`config.mk`:
```
export PLATFORM = sky130hd
export DESIGN_NAME = llc_mem_bridge
export DESIGN_NICKNAME = d
export VERILOG_FILES = /design/src/rtl/llc_mem_bridge_pkg.sv /design/src/rtl/llc_line_serdes.sv /design/src/rtl/llc_mem_bridge.sv
export SDC_FILE = /design/constraint.sdc
export NUM_CORES = 1
export LEC_CHECK = 0
export CORE_AREA = 3 3 279 281
export DETAILED_ROUTE_END_ITERATION = 10
export DIE_AREA = 0 0 282 284
export GPL_TIMING_DRIVEN = 0
export PLACE_DENSITY_LB_ADDON = 0.2
export SYNTH_ARGS = -nofsm -noshare
export SYNTH_HDL_FRONTEND = slang
export SYNTH_HIERARCHICAL = 1
export SYNTH_SLANG_ARGS = --single-unit
```
`constraint.sdc`:
```
create_clock -name clk -period 2.95 [get_ports clk]
set_clock_uncertainty 0.05 [all_clocks]
set_input_delay 0.4425 -clock clk [delete_from_list [all_inputs] [get_ports clk]]
set_output_delay 0.4425 -clock clk [all_outputs]
set_load 0.01 [all_outputs]
```
`src/rtl/llc_mem_bridge_pkg.sv`:
```
// Shared cache package: line/word types, bridge FSM state and geometry constants.
// Used by the LLC core and by the LLC-to-memory bridge.
package llc_mem_bridge_pkg;

    localparam int WORDS_PER_LINE = 4;
    localparam int WORD_BITS      = 64;
    localparam int ADDR_BITS      = 32;
    localparam int LINE_BITS      = WORDS_PER_LINE * WORD_BITS;
    localparam int OFFSET_BITS    = $clog2(LINE_BITS / 8);
    localparam int LINE_ADDR_BITS = ADDR_BITS - OFFSET_BITS;
    localparam int CNT_BITS       = $clog2(WORDS_PER_LINE);

    typedef logic [WORD_BITS-1:0]      word_t;
    typedef word_t [WORDS_PER_LINE-1:0] line_t;
    typedef logic [LINE_ADDR_BITS-1:0] line_addr_t;
    typedef logic [CNT_BITS-1:0]       cnt_t;

    localparam cnt_t LAST_CNT = cnt_t'(WORDS_PER_LINE - 1);

    typedef enum logic [2:0] {
        ST_IDLE,
        ST_ADDR,
        ST_WDATA,
        ST_RDATA,
        ST_RSP
    } llc_mem_bridge_state_t;

endpackage

```
`src/rtl/llc_line_serdes.sv`:
```
// Line register with beat counter: parallel load, per-beat word select and
// indexed word write. Ports: load_i/line_i (capture line, cnt=0), wr_i/word_i
// (write word[cnt]), adv_i (cnt++), line_o, word_o (word[cnt]), last_o.
module llc_line_serdes
    import llc_mem_bridge_pkg::*;
(
    input  logic  clk,
    input  logic  rst,
    input  logic  load_i,
    input  line_t line_i,
    input  logic  wr_i,
    input  word_t word_i,
    input  logic  adv_i,
    output line_t line_o,
    output word_t word_o,
    output logic  last_o
);

    line_t line_q, line_d;
    cnt_t  cnt_q, cnt_d;

    always_comb begin
        line_d = line_q;
        cnt_d  = cnt_q;
        if (load_i) begin
            line_d = line_i;
            cnt_d  = '0;
        end else begin
            if (wr_i) begin
                line_d[cnt_q] = word_i;
            end
            // Counter is exactly log2(words) wide, so it wraps to 0
            // naturally after the final beat.
            if (adv_i) begin
                cnt_d = cnt_q + cnt_t'(1);
            end
        end
    end

    always_ff @(posedge clk) begin
        if (rst) begin
            line_q <= '0;
            cnt_q  <= '0;
        end else begin
            line_q <= line_d;
            cnt_q  <= cnt_d;
        end
    end

    assign line_o = line_q;
    assign word_o = line_q[cnt_q];
    assign last_o = (cnt_q == LAST_CNT);

endmodule

```
`src/rtl/llc_mem_bridge.sv`:
```
// LLC-to-memory bridge: turns line requests into an address phase plus a
// word-serial burst; read beats are assembled and returned as a fill line.
// Ports: llc_mem_req_* (line request), llc_mem_rsp_* (fill line), mem_req_*
// (address phase), mem_wdata_* (write beats), mem_rdata_* (read beats), proto_err.
module llc_mem_bridge
    import llc_mem_bridge_pkg::*;
(
    input  logic             clk,
    input  logic             rst,
    input  logic             llc_mem_req_valid,
    output logic             llc_mem_req_ready,
    input  logic             llc_mem_req_hwrite,
    input  logic             llc_mem_req_hprot,
    input  line_addr_t       llc_mem_req_addr,
    input  line_t            llc_mem_req_line,
    output logic             llc_mem_rsp_valid,
    input  logic             llc_mem_rsp_ready,
    output line_t            llc_mem_rsp_line,
    output logic             mem_req_valid,
    input  logic             mem_req_ready,
    output logic             mem_req_write,
    output logic             mem_req_hprot,
    output logic [ADDR_BITS-1:0] mem_req_addr,
    output logic [7:0]       mem_req_len,
    output logic             mem_wdata_valid,
    input  logic             mem_wdata_ready,
    output word_t            mem_wdata,
    output logic             mem_wdata_last,
    input  logic             mem_rdata_valid,
    output logic             mem_rdata_ready,
    input  word_t            mem_rdata,
    input  logic             mem_rdata_last,
    output logic             proto_err
);

    llc_mem_bridge_state_t state_q, state_d;
    logic       hwrite_q, hwrite_d;
    logic       hprot_q, hprot_d;
    line_addr_t addr_q, addr_d;
    logic       proto_err_q, proto_err_d;

    logic  sd_load, sd_wr, sd_adv, sd_last;
    word_t sd_word;

    llc_line_serdes u_serdes (
        .clk    (clk),
        .rst    (rst),
        .load_i (sd_load),
        .line_i (llc_mem_req_line),
        .wr_i   (sd_wr),
        .word_i (mem_rdata),
        .adv_i  (sd_adv),
        .line_o (llc_mem_rsp_line),
        .word_o (sd_word),
        .last_o (sd_last)
    );

    // Valids/readies derive from state only, never from the partner ready.
    always_comb begin
        state_d           = state_q;
        hwrite_d          = hwrite_q;
        hprot_d           = hprot_q;
        addr_d            = addr_q;
        proto_err_d       = proto_err_q;
        sd_load           = 1'b0;
        sd_wr             = 1'b0;
        sd_adv            = 1'b0;
        llc_mem_req_ready = 1'b0;
        llc_mem_rsp_valid = 1'b0;
        mem_req_valid     = 1'b0;
        mem_wdata_valid   = 1'b0;
        mem_wdata_last    = 1'b0;
        mem_rdata_ready   = 1'b0;
        unique case (state_q)
            ST_IDLE: begin
                llc_mem_req_ready = 1'b1;
                if (llc_mem_req_valid) begin
                    hwrite_d = llc_mem_req_hwrite;
                    hprot_d  = llc_mem_req_hprot;
                    addr_d   = llc_mem_req_addr;
                    sd_load  = 1'b1;
                    state_d  = ST_ADDR;
                end
            end
            ST_ADDR: begin
                mem_req_valid = 1'b1;
                if (mem_req_ready) begin
                    state_d = hwrite_q ? ST_WDATA : ST_RDATA;
                end
            end
            ST_WDATA: begin
                mem_wdata_valid = 1'b1;
                mem_wdata_last  = sd_last;
                if (mem_wdata_ready) begin
                    sd_adv = 1'b1;
                    if (sd_last) begin
                        state_d = ST_IDLE;
                    end
                end
            end
            ST_RDATA: begin
                mem_rdata_ready = 1'b1;
                if (mem_rdata_valid) begin
                    sd_wr  = 1'b1;
                    sd_adv = 1'b1;
                    // Our own count ends the burst; a disagreeing
                    // last flag from memory is only flagged.
                    if (mem_rdata_last != sd_last) begin
                        proto_err_d = 1'b1;
                    end
                    if (sd_last) begin
                        state_d = ST_RSP;
                    end
                end
            end
            ST_RSP: begin
                llc_mem_rsp_valid = 1'b1;
                if (llc_mem_rsp_ready) begin
                    state_d = ST_IDLE;
                end
            end
            default: state_d = ST_IDLE;
        endcase
    end

    always_ff @(posedge clk) begin
        if (rst) begin
            state_q     <= ST_IDLE;
            hwrite_q    <= 1'b0;
            hprot_q     <= 1'b0;
            addr_q      <= '0;
            proto_err_q <= 1'b0;
        end else begin
            state_q     <= state_d;
            hwrite_q    <= hwrite_d;
            hprot_q     <= hprot_d;
            addr_q      <= addr_d;
            proto_err_q <= proto_err_d;
        end
    end

    assign mem_req_write = hwrite_q;
    assign mem_req_hprot = hprot_q;
    assign mem_req_addr  = {addr_q, {OFFSET_BITS{1'b0}}};
    assign mem_req_len   = 8'(WORDS_PER_LINE - 1);
    assign mem_wdata     = sd_word;
    assign proto_err     = proto_err_q;

endmodule
```
==> impl_metrics.py <==
metrics = {
    "run_status": {
        "outcome": "completed",
    },
    "finish": {
        "utilization_pct": 32.97,
        "num-fill-cells": 7794,
        "drive_gt1_share_pct": 12.11,
        "area_growth_pct": 64.57,
        "multi_input_area_um2": 8234,
        "stdcell_area_um2": 24960,
        "seq_area_um2": 5831,
        "num-nets-final": 2661,
    },
    "power": {
        "finalPower_mw": 12.79,
        "cellPowerDensity_nw_per_um2": 512.6,
        "leakagePower_nw": 8.348,
        "max-vdd-ir-drop_mv": 0.3035,
    },
    "logic_synthesis": {
        "synthAdderAreaFrac_pct": 0.3300,
        "synth_mux_area_share_pct": 9.637,
        "synth_compound_area_share_pct": 29.22,
        "synthArstFlopShare_pct": 0,
        "synthSimpleGateAreaFrac_pct": 14.58,
        "synth.cell_area_um2": 15160,
        "yosysWarningCount": 6,
        "yosysSeqAreaShare_pct": 38.42,
        "synth-xor-area-share_pct": 0.1155,
        "synthCells": 1536,
        "synth_top_cell_area_share_pct": 38.42,
        "synth_area_per_cell_um2": 9.873,
        "ys_ff_latch": 291,
        "yosysTopAreaCell": "dfxtp_1",
        "ys_types": 35,
        "synth_top_family_by_area": "compound AO/OA/AOI/OAI gates",
        "synth_area_leaders": "dfxtp_1 (38%), a211oi_1 (13%), a2111oi_0 (12%)",
        "synth_flop_cell": "dfxtp_1",
        "synth_edf_count": 0,
    },
    "global_routing": {
        "grt_start_max_net_pins": 12,
        "grt_pass1_wl_um": 139500,
        "grt_usage_pct": 24.13,
        "grt_antenna_before_repair": 20,
        "grt-ovfl-total": 0,
        "grt_pass1_vias": 17730,
    },
    "floorplanning": {
        "num_rows": 101,
        "die_w_um": 282,
        "pin_count": 726,
        "coreArea_um2": 75700,
        "start_util_pct": 20.03,
        "die_area_um2": 80090,
        "die_y_um": 284,
    },
    "worst_setup_path": {
        "crit_type": "reg2reg",
        "path_max_fanout": 11,
        "required_ps": 3280,
        "critPathArrivalTime_ps": 3210,
        "cp-end-kind": "flop",
        "crit_path_start_kind": "flop",
    },
    "clocking": {
        "cts_sinks": 291,
        "clk_pin_slew_ps": 60,
        "cts_tree": "done",
        "h-tree-depth": 2,
        "cts_root_buf": "clkbuf_16",
        "clk_latency_ps": 530,
        "cts_buffers": 37,
        "clock_path_buffers": 3,
    },
    "timing": {
        "rsz0062_at_grt": "true",
        "maxSlewViolCount": 0,
        "holdWs_ps": 97.55,
        "finalHoldViolCount": 0,
        "fmax_mhz": 347.5,
        "setup_viol": 0,
        "min_period_ps": 2878,
        "finalCritPeriodShare_pct": 97.55,
        "tightest_slew_ps": 1164,
        "tns_ps": 0,
        "slew_headroom_pct": 22.42,
    },
    "drt": {
        "wl_um": 101000,
        "vias": 17170,
        "drc": 0,
        "first_pass_iters": 5,
        "vias_per_cell": 5.188,
        "wl_per_cell_um": 30.52,
        "first_iter_violations": 1358,
        "postRouteAntennaNets": 0,
    },
    "placed_design": {
        "place.gp.congestion": 0.8854,
        "placed_cell_area_um2": 23550,
        "io_buffers": 711,
        "dp_hpwl_um": 77840,
    },
    "worst_hold_path": {
        "hold_path_class": "in2reg",
    },
    "flow_run": {
        "cap_violations": 0,
    },
}
flip-flops by register name, indices dropped and copies added (netlist names):
signal           count
addr_q              27
mem_req_hprot        1
mem_req_write        1
proto_err            1
state_q              3
u_serdes/cnt_q       2
u_serdes/line_o    256
Yosys cell counts, types with 2 or more instances:
cell type  instances
dfxtp_1          291
conb_1             2
a21oi_1           31
nor2b_1          256
a2111oi_0        213
inv_1              3
a2111oi_2          6
a2111oi_1         37
ha_1               4
nand2_1           60
buf_1              5
and2_1             6
o211ai_1           2
clkbuf_1          77
mux2i_1            2
a211oi_1         256
buf_2             90
nor3_1             3
buf_4             29
buf_6             15
mux4_2            64
nor2_1            71
timing repair:
action                                 in CTS  in global routing
endpoints found under the hold margin       0                  0
setup buffers                               2                  2
setup endpoints to repair                 321                152
hold buffers                                0                  0
gates resized for setup                    48                 42
cell type report:
class                           count  share of cell area (%)
Clock buffer                       57                   4.532
Timing Repair Buffer              715                   28.66
Multi-Input combinational cell   1036                   32.99
Antenna cell                       11                  0.1103
Tap cell                          978                   4.903
Sequential cell                   291                   23.36
Inverter                            4                 0.06518
Buffer                            215                   5.204
Clock inverter                      3                  0.1705
through the flow:
stage                     std cells  setup WS (ps)
after floorplan                1547          785.2
after global placement         3236         -937.2
after detailed placement       3236         -894.8
after CTS                      3297         -41.33
after global routing           3305         -17.34
final                          3310          72.38
worst paths after layout:
kind / slack [ps] / to / cells past startpoint / startpoint
hold / removal: 100 / addr_q[5] / 2 / rst
hold reg to reg: 400 / addr_q[23] / 2 / addr_q[23]
setup reg to reg: 70 / u_serdes/line_o[60] / 9 / state_q[1]
setup / recovery: 70 / u_serdes/line_o[60] / 9 / state_q[1]
report_power, final:
group | internal (mW) | switching, mW
Sequential | 4.32 | 0.408
Combinational | 1.89 | 1.64
Clock | 2.70 | 1.84
Total | 8.90 | 3.89
kinds of logic after synthesis:
| kind of cell | Yosys count |
|---|---|
| other | 2 |
| adder cells (fa/ha/maj) | 4 |
| AND/OR/NAND/NOR | 404 |
| flip-flops | 291 |
| buffers and inverters | 220 |
| XOR/XNOR | 2 |
| AO/OA/AOI/OAI | 547 |
| multiplexers | 66 |
cells in the final DEF (no fill, tap or decap), drive strengths merged, types with 2 or more instances in the layout:
master,netlist,layout
nor2b,256,256
ha,4,4
mux4,64,64
dlygate4sd2,0,6
diode,0,11
nor2,71,71
nand2,60,60
a2111oi,256,256
o211ai,2,2
conb,2,13
dfxtp,291,291
clkinv,1,2
buf,139,131
a211oi,256,256
nor3,3,3
a21oi,31,31
clkdlybuf4s50,0,705
clkbuf,77,145
mux2i,2,2
and2,6,6
inv,3,3
worst max-delay path, cell delays in order (launching register included):
cell and delay, ps:
dfxtp_1 300, buf_6 130, or4b_4 550, clkinv_2 100, buf_6 150, buf_4 250, buf_6 250, buf_4 260
nor2_1 160, a2111oi_0 500
per-layer routing:
metal	global-route usage, %	up-vias	wire length (um)
li1	-	7564	-
met1	29.60	8566	40880
met2	41.53	886	49420
met3	6.104	144	8002
met4	6.783	12	2653
met5	0	-	73
(Power assumes the default switching activity.)
